[src/rtl/sdram_pro_read_pkg.sv]
// SDRAM command encodings, address field positions and burst-length helper
// shared by the read engine and its neighbours on the arbiter mux.
package sdram_pro_read_pkg;

  // {cs_n, ras_n, cas_n, we_n}
  localparam logic [3:0] NO_OPERATION    = 4'b0111;
  localparam logic [3:0] ACTIVE          = 4'b0011;
  localparam logic [3:0] READ            = 4'b0101;
  localparam logic [3:0] WRITE           = 4'b0100;
  localparam logic [3:0] BURST_TERMINATE = 4'b0110;
  localparam logic [3:0] PRECHARGE       = 4'b0010;
  localparam logic [3:0] AUTO_REFRESH    = 4'b0001;
  localparam logic [3:0] LOAD_MODE       = 4'b0000;

  localparam int BANK_MSB = 22;
  localparam int BANK_LSB = 21;
  localparam int ROW_MSB  = 20;
  localparam int ROW_LSB  = 9;
  localparam int COL_MSB  = 8;
  localparam int COL_LSB  = 0;

  // Zero-length requests read one word; oversize requests stop at the page end.
  function automatic logic [9:0] clamp_burst(input logic [9:0] len, input logic [9:0] max_len);
    if (len == 10'd0)
      return 10'd1;
    else if (len > max_len)
      return max_len;
    return len;
  endfunction

endpackage

[src/rtl/sdram_pro_read_if.sv]
// Read-engine bus: arbiter grant and request fields, SDRAM command/DQ side
// and the read-FIFO write port.
interface sdram_pro_read_if;
  logic        init_end;
  logic        rd_en;
  logic [22:0] rd_addr;
  logic [9:0]  rd_burst_len;
  logic [15:0] rd_sdram_data;
  logic [3:0]  rd_sdram_cmd;
  logic [11:0] rd_sdram_addr;
  logic [1:0]  rd_sdram_bank;
  logic [15:0] rd_data;
  logic        rd_ack;
  logic        rd_end;

  modport master (
    output init_end, rd_en, rd_addr, rd_burst_len, rd_sdram_data,
    input  rd_sdram_cmd, rd_sdram_addr, rd_sdram_bank, rd_data, rd_ack, rd_end
  );

  modport slave (
    input  init_end, rd_en, rd_addr, rd_burst_len, rd_sdram_data,
    output rd_sdram_cmd, rd_sdram_addr, rd_sdram_bank, rd_data, rd_ack, rd_end
  );
endinterface

[src/rtl/sdram_pro_rd_dly.sv]
// Valid/data delay line aligning READ-slot valids with DQ: rd_ack DEPTH cycles after issue.
// No backpressure: every word that arrives is written to the FIFO.
module sdram_pro_rd_dly #(
  parameter int DEPTH = 4
) (
  input  logic        sys_clk,
  input  logic        sys_rst_n,
  input  logic        issue,
  input  logic [15:0] sdram_data,
  output logic [15:0] rd_data,
  output logic        rd_ack,
  output logic        busy
);

  logic [DEPTH-2:0] vld_pipe;

  always_ff @(posedge sys_clk or negedge sys_rst_n) begin
    if (!sys_rst_n) begin
      vld_pipe <= '0;
      rd_ack   <= 1'b0;
      rd_data  <= 16'd0;
    end else begin
      vld_pipe <= {vld_pipe[DEPTH-3:0], issue};
      rd_ack   <= vld_pipe[DEPTH-2];
      if (vld_pipe[DEPTH-2])
        rd_data <= sdram_data;
    end
  end

  assign busy = |vld_pipe;

endmodule

[src/rtl/sdram_pro_read.sv]
// Full-page read engine: ACTIVE, READ, BURST_TERMINATE after L words, PRECHARGE.
// First rd_ack CAS_LATENCY+1 after READ; no backpressure, the read FIFO takes every rd_ack.
module sdram_pro_read
  import sdram_pro_read_pkg::*;
#(
  parameter int CAS_LATENCY = 3,
  parameter int CNT_TRCD    = 2,
  parameter int CNT_TRP     = 2,
  parameter int MAX_BURST   = 512
) (
  input logic             sys_clk,
  input logic             sys_rst_n,
  sdram_pro_read_if.slave rd_if
);

  typedef enum logic [3:0] {
    RD_IDLE, RD_ACTIVE, RD_TRCD, RD_READ_BEGIN, RD_READ_DATA,
    RD_TERMINATE, RD_PRECHARGE, RD_TRP, RD_END
  } rd_state_t;

  localparam logic [7:0] TRCD_LAST = 8'(CNT_TRCD - 1);
  localparam logic [7:0] TRP_LAST  = 8'(CNT_TRP - 1);
  localparam logic [9:0] MAX_LEN   = 10'(MAX_BURST);

  rd_state_t   state;
  logic [3:0]  cmd;
  logic [11:0] addr;
  logic [1:0]  bank;
  logic        rd_end;
  logic [7:0]  cnt_wait;
  logic [9:0]  cnt_burst;
  logic [1:0]  lat_bank;
  logic [11:0] lat_row;
  logic [8:0]  lat_col;
  logic [9:0]  lat_len;
  logic        issue;
  logic        pipe_busy;

  // Each cycle the bus carries READ or one of its follow-on NOPs, a word is due CL later.
  assign issue = (state == RD_READ_BEGIN) || (state == RD_READ_DATA);

  always_ff @(posedge sys_clk or negedge sys_rst_n) begin
    if (!sys_rst_n) begin
      state     <= RD_IDLE;
      cmd       <= NO_OPERATION;
      addr      <= 12'hfff;
      bank      <= 2'b11;
      rd_end    <= 1'b0;
      cnt_wait  <= 8'd0;
      cnt_burst <= 10'd0;
      lat_bank  <= 2'd0;
      lat_row   <= 12'd0;
      lat_col   <= 9'd0;
      lat_len   <= 10'd0;
    end else begin
      cmd    <= NO_OPERATION;
      addr   <= 12'hfff;
      bank   <= 2'b11;
      rd_end <= 1'b0;
      case (state)
        RD_IDLE: begin
          if (rd_if.init_end && rd_if.rd_en) begin
            lat_bank <= rd_if.rd_addr[BANK_MSB:BANK_LSB];
            lat_row  <= rd_if.rd_addr[ROW_MSB:ROW_LSB];
            lat_col  <= rd_if.rd_addr[COL_MSB:COL_LSB];
            lat_len  <= clamp_burst(rd_if.rd_burst_len, MAX_LEN);
            state    <= RD_ACTIVE;
            cmd      <= ACTIVE;
            addr     <= rd_if.rd_addr[ROW_MSB:ROW_LSB];
            bank     <= rd_if.rd_addr[BANK_MSB:BANK_LSB];
          end
        end
        RD_ACTIVE: begin
          cnt_wait <= 8'd0;
          state    <= RD_TRCD;
        end
        RD_TRCD: begin
          if (cnt_wait == TRCD_LAST) begin
            cnt_wait <= 8'd0;
            state    <= RD_READ_BEGIN;
            cmd      <= READ;
            addr     <= {3'b000, lat_col};
            bank     <= lat_bank;
          end else begin
            cnt_wait <= cnt_wait + 8'd1;
          end
        end
        RD_READ_BEGIN: begin
          if (lat_len == 10'd1) begin
            cnt_burst <= 10'd0;
            state     <= RD_TERMINATE;
            cmd       <= BURST_TERMINATE;
          end else begin
            cnt_burst <= 10'd1;
            state     <= RD_READ_DATA;
          end
        end
        RD_READ_DATA: begin
          // BST lands on the bus exactly L cycles after READ.
          if (cnt_burst == lat_len - 10'd1) begin
            cnt_burst <= 10'd0;
            state     <= RD_TERMINATE;
            cmd       <= BURST_TERMINATE;
          end else begin
            cnt_burst <= cnt_burst + 10'd1;
          end
        end
        RD_TERMINATE: begin
          state <= RD_PRECHARGE;
          cmd   <= PRECHARGE;
          addr  <= 12'h000;
          bank  <= lat_bank;
        end
        RD_PRECHARGE: begin
          cnt_wait <= 8'd0;
          state    <= RD_TRP;
        end
        RD_TRP: begin
          if (cnt_wait == TRP_LAST) begin
            cnt_wait <= 8'd0;
            state    <= RD_END;
            rd_end   <= ~pipe_busy;
          end else begin
            cnt_wait <= cnt_wait + 8'd1;
          end
        end
        RD_END: begin
          if (rd_end)
            state <= RD_IDLE;
          else if (!pipe_busy)
            rd_end <= 1'b1;
        end
        default: state <= RD_IDLE;
      endcase
    end
  end

  sdram_pro_rd_dly #(
    .DEPTH(CAS_LATENCY + 1)
  ) u_rd_dly (
    .sys_clk   (sys_clk),
    .sys_rst_n (sys_rst_n),
    .issue     (issue),
    .sdram_data(rd_if.rd_sdram_data),
    .rd_data   (rd_if.rd_data),
    .rd_ack    (rd_if.rd_ack),
    .busy      (pipe_busy)
  );

  assign rd_if.rd_sdram_cmd  = cmd;
  assign rd_if.rd_sdram_addr = addr;
  assign rd_if.rd_sdram_bank = bank;
  assign rd_if.rd_end        = rd_end;

endmodule

[src/flat_wrapper.sv]
// flat-port wrapper written by rule: the top's interface ports become plain ports
module sdram_pro_read_flat import sdram_pro_read_pkg::*;
#(
  parameter int CAS_LATENCY = 3,
  parameter int CNT_TRCD    = 2,
  parameter int CNT_TRP     = 2,
  parameter int MAX_BURST   = 512
)
  (sys_clk, sys_rst_n, rd_if_init_end, rd_if_rd_en, rd_if_rd_addr, rd_if_rd_burst_len, rd_if_rd_sdram_data, rd_if_rd_sdram_cmd, rd_if_rd_sdram_addr, rd_if_rd_sdram_bank, rd_if_rd_data, rd_if_rd_ack, rd_if_rd_end);
  sdram_pro_read_if rd_if_i ();
  input logic sys_clk;
  input logic sys_rst_n;
  input wire logic [$bits(rd_if_i.init_end)-1:0] rd_if_init_end;
  input wire logic [$bits(rd_if_i.rd_en)-1:0] rd_if_rd_en;
  input wire logic [$bits(rd_if_i.rd_addr)-1:0] rd_if_rd_addr;
  input wire logic [$bits(rd_if_i.rd_burst_len)-1:0] rd_if_rd_burst_len;
  input wire logic [$bits(rd_if_i.rd_sdram_data)-1:0] rd_if_rd_sdram_data;
  output wire logic [$bits(rd_if_i.rd_sdram_cmd)-1:0] rd_if_rd_sdram_cmd;
  output wire logic [$bits(rd_if_i.rd_sdram_addr)-1:0] rd_if_rd_sdram_addr;
  output wire logic [$bits(rd_if_i.rd_sdram_bank)-1:0] rd_if_rd_sdram_bank;
  output wire logic [$bits(rd_if_i.rd_data)-1:0] rd_if_rd_data;
  output wire logic [$bits(rd_if_i.rd_ack)-1:0] rd_if_rd_ack;
  output wire logic [$bits(rd_if_i.rd_end)-1:0] rd_if_rd_end;
  assign rd_if_i.init_end = rd_if_init_end;
  assign rd_if_i.rd_en = rd_if_rd_en;
  assign rd_if_i.rd_addr = rd_if_rd_addr;
  assign rd_if_i.rd_burst_len = rd_if_rd_burst_len;
  assign rd_if_i.rd_sdram_data = rd_if_rd_sdram_data;
  assign rd_if_rd_sdram_cmd = rd_if_i.rd_sdram_cmd;
  assign rd_if_rd_sdram_addr = rd_if_i.rd_sdram_addr;
  assign rd_if_rd_sdram_bank = rd_if_i.rd_sdram_bank;
  assign rd_if_rd_data = rd_if_i.rd_data;
  assign rd_if_rd_ack = rd_if_i.rd_ack;
  assign rd_if_rd_end = rd_if_i.rd_end;
  sdram_pro_read #(.CAS_LATENCY(CAS_LATENCY), .CNT_TRCD(CNT_TRCD), .CNT_TRP(CNT_TRP), .MAX_BURST(MAX_BURST)) u_core (.sys_clk(sys_clk), .sys_rst_n(sys_rst_n), .rd_if(rd_if_i));
endmodule
[config.mk]
export PLATFORM = sky130hd
export DESIGN_NAME = sdram_pro_read_flat
export DESIGN_NICKNAME = d
export VERILOG_FILES = /design/src/rtl/sdram_pro_read_pkg.sv /design/src/rtl/sdram_pro_read_if.sv /design/src/rtl/sdram_pro_rd_dly.sv /design/src/rtl/sdram_pro_read.sv /design/src/flat_wrapper.sv
export SDC_FILE = /design/constraint.sdc
export NUM_CORES = 1
export LEC_CHECK = 0
export BUFFER_PORTS_ARGS = -buffer_cell sky130_fd_sc_hd__buf_2
export CORE_ASPECT_RATIO = 0.9
export CORE_MARGIN = 3
export CORE_UTILIZATION = 25
export CTS_CLUSTER_DIAMETER = 40
export DETAILED_ROUTE_END_ITERATION = 7
export PLACE_DENSITY = 0.41
export SYNTH_ARGS = -nofsm -noshare
export SYNTH_HDL_FRONTEND = slang
export SYNTH_HIERARCHICAL = 1
export SYNTH_SLANG_ARGS = --single-unit
[constraint.sdc]
create_clock -name sys_clk -period 4.9 [get_ports sys_clk]
set_clock_uncertainty 0.15 [all_clocks]
set_input_delay 0.735 -clock sys_clk [delete_from_list [all_inputs] [get_ports sys_clk]]
set_output_delay 0.735 -clock sys_clk [all_outputs]
set_load 0.1 [all_outputs]
==> summary.md <==
| Metric | Value |
|---|---|
| Antenna violations before repair | `0` |
| TritonRoute pass-1 iters | `4` |
| H-Tree Depth | `3` |
| DP Area | `4660 um2` |
| Die width | `141 um` |
| Synth Cell Area | `4090 um2` |
| Warnings from Yosys | `6` |
| Main combinational cell family by area after synthesis | `simple AND/OR/NAND/NOR gates` |
| Wire per inst | `14.3 um` |
| WP data arrival | `2.72 ns` |
| Post-Synth Simple-Gate Area | `0.224` |
| Number of distinct library cells after synthesis | `59` |
| Final instance area | `4980 um2` |
| Clock slew at reported path FFs | `0.06 ns` |
| CTS Hold Bufs | `0` |
| Worst stage delay on the critical path | `0.52 ns` |
| Internal | `0.00189 W` |
| Final Hold Vio Count | `0` |
| Initial drt markers | `156` |
| Post-DP HPWL | `7210 um` |
| Clk pwr share | `0.188` |
| Switching share of total power | `0.511` |
| Clock Sinks | `81` |
| Setup crit end kind | `register` |
| RSZ-0062 raised after global routing | `false` |
| Slowest-stage cell, CP | `dfrtp_1` |
| Core area | `15,700 um2` |
| P_sw | `0.00197 W` |
| Setup repair bufs after CTS | `0` |
| P&R area growth vs syn | `21.8%` |
| DRT antenna net count | `0` |
| Placer Congestion | `0.717` |
| CP Depth | `8` |
| Post-Synth XOR/XNOR Area | `0.0321` |
| Synth Flop Type | `dfrtp_1` |
| Hold depth | `0` |
| Gr ovfl total | `0` |
| Skew-Pair Late Insertion Delay | `0.33 ns` |
| Ys async rst share | `1.00` |
| Die Y | `127 um` |
| Worst VDD drop | `0.000618 V` |
| Highest-count cells in the layout ignoring fill and taps | `86 x buf_2, 86 x nand2_1, 64 x dfrtp_1` |
| Worst hold path class | `reg2reg` |
| Boundary Pins | `89` |
| Register area share after synthesis | `0.501` |
| Relative slew slack | `0.164` |
| Flop2flop setup slack | `2.24 ns` |
| CTS root buffer | `clkbuf_16` |
| Logic gate share of total power | `0.507` |
| DR vias/cell | `4.63` |
| Synth Instances | `412` |
| CTS tree | `yes` |
| R2R depth | `8` |
| Share of cells above drive strength 1 | `0.307` |
| Mux cell area share after synthesis | `0.0495` |
| Num rows | `43` |
| Required time of the critical path | `4.96 ns` |
| Total CTS buffers | `9` |
| Setup WS post-layout | `2.24 ns` |
| Via Count | `3,224` |
| Die area | `17,900 um2` |
| Vias in the first global route | `3,203` |
| LEAKAGE | `2.18 nW` |
| Adder-Cell Fraction of Synth Area | `0.0177` |
| Initial Util | `0.260` |
| CP max FO | `10` |
| DRT Wirelength | `9990 um` |
| Setup Viol. Count Final | `0` |
| Fin. max-slew vios | `0` |
| Synthesized flop and latch total | `81` |
| Post-route setup TNS | `0 ns` |
| Syn_nets | `470` |
| Fmax | `376 MHz` |
| CP Launch Type | `register` |
| Critical path type | `reg2reg` |
| Status | `finished clean` |
| Worst-margin pin slew | `1.24 ns` |
| Sum of buffers and inverters on the critical path | `1` |
| Max-capacitance violation count | `0` |
| Port bufs | `87` |
| Power Dens Cells | `775 nW/um2` |
| First-pass GRT wire length | `16,500 um` |
| Worst path top cell family by delay | `compound AO/OA/AOI/OAI gates` |
| Diode count | `0` |
| Setup WS pre-CTS | `2.23 ns` |
| Compound-Gate Fraction of Synth Area | `0.134` |
| Tot GR Track Use | `0.113` |
| Clk buf depth | `2` |
| Final period util | `0.543` |
| Synth Area per Inst | `9.93 um2` |
| Seq pwr share | `0.305` |
| Number of enable flip-flop cells after synthesis | `0` |
| Residual DRC | `0` |
| Post-CTS resize count | `0` |
| CP Cell Sequence | `inv_1 > ha_1 > or2_2 > o221a_2 > a31oi_1 > nand4_4 > o21ai_4 > o211ai_1` |
| Largest net degree at the start of global routing | `82` |
| Minimum clock period | `2.66 ns` |
| Nets | `548` |
==> through the flow <==
| stage | cells | power [W] | hold slack (ns) | utilization |
|---|---|---|---|---|
| floorplan | 412 | 0.00284 | 0.198 | - |
| global route | 697 | 0.00410 | 0.246 | 0.317 |
| finish | 697 | 0.00386 | 0.224 | 0.317 |
| detailed placement | 681 | 0.00317 | 0.209 | 0.297 |
| CTS | 697 | 0.00392 | 0.224 | 0.317 |
| global placement | 681 | 0.00317 | 0.205 | 0.297 |
==> flip-flops by register name, indices dropped and copies added, names as in the netlist, 3 cells and up <==
register / count
u_core/u_rd_dly/rd_data: 16
u_core/rd_if.rd_sdram_addr: 12
u_core/cnt_burst: 10
u_core/lat_len: 10
u_core/lat_col: 9
u_core/cnt_wait: 8
u_core/state: 4
u_core/rd_if.rd_sdram_cmd: 3
u_core/u_rd_dly/vld_pipe: 3
==> final cells by class <==
cell class              instances  area, um2
clock buffers                  10        229
well taps                     202        253
clock inverters                 6       90.1
fillers                      1645      10700
flip-flops and latches         81       2050
inverters                      10       37.5
repair buffers                 89        453
multi-input cells             299       1870
==> cells in the mapped netlist (3+ instances only) <==
master / count / area [um2]
nand3_1: 13 / 65.1
nor3b_1: 4 / 30.0
nand2b_1: 6 / 37.5
nor4_1: 4 / 25.0
nand3b_1: 7 / 52.6
o211ai_1: 5 / 37.5
inv_1: 10 / 37.5
and3_1: 5 / 31.3
a221o_1: 9 / 90.1
nand2_1: 86 / 323
dfrtp_1: 64 / 1600
a31oi_1: 3 / 18.8
o221ai_1: 3 / 26.3
nor3_1: 14 / 70.1
mux2_2: 16 / 180
o21ai_0: 30 / 150
nor2_1: 26 / 97.6
dfstp_2: 17 / 447
xor2_1: 5 / 43.8
xnor2_1: 10 / 87.6
a21oi_1: 7 / 35.0
clkbuf_1: 16 / 60.1
ha_1: 5 / 62.6
nor2b_1: 4 / 25.0
==> routing by layer <==
layer	up-vias	GRT usage	part of all wire
met3	9	0.0288	0.049
met1	1557	0.157	0.49
li1	1588	-	-
met4	0	0.0256	0.0085
met2	70	0.177	0.46
met5	-	0	0
==> kinds of logic (layout without fill, tap and decap cells) <==
logic type | count (synthesis) | count (layout)
buf+inv | 32 | 115
flops | 81 | 81
fa+ha+maj | 6 | 6
mux | 17 | 17
xor+xnor | 15 | 15
simple gates | 184 | 184
compound gates | 76 | 76
other cells | 1 | 1
==> power by group through the flow <==
stage / sequential [W] / clock, W / combinational [W]
after floorplan: 0.00196 / 0 / 0.000873
after global placement: 0.00119 / 0 / 0.00198
after detailed placement: 0.00120 / 0 / 0.00198
after CTS: 0.00119 / 0.000754 / 0.00198
after global routing: 0.00122 / 0.000780 / 0.00210
final: 0.00118 / 0.000727 / 0.00196
==> path summary, 6_finish.rpt <==
path	end	start
hold / removal	u_core/u_rd_dly/vld_pipe[2]$_DFF_PN0_	u_core/u_rd_dly/vld_pipe[1]$_DFF_PN0_
min in group asynchronous	u_core/cnt_wait[3]$_DFFE_PN0P_	sys_rst_n
setup reg to reg	u_core/cnt_burst[7]$_DFFE_PN0P_	u_core/lat_len[0]$_DFFE_PN0P_
setup / recovery	u_core/cnt_burst[7]$_DFFE_PN0P_	u_core/lat_len[0]$_DFFE_PN0P_
hold reg to reg	u_core/u_rd_dly/vld_pipe[2]$_DFF_PN0_	u_core/u_rd_dly/vld_pipe[1]$_DFF_PN0_
max in group asynchronous	u_core/lat_col[0]$_DFFE_PN0P_	sys_rst_n
Power figures use the tool's default switching activity.
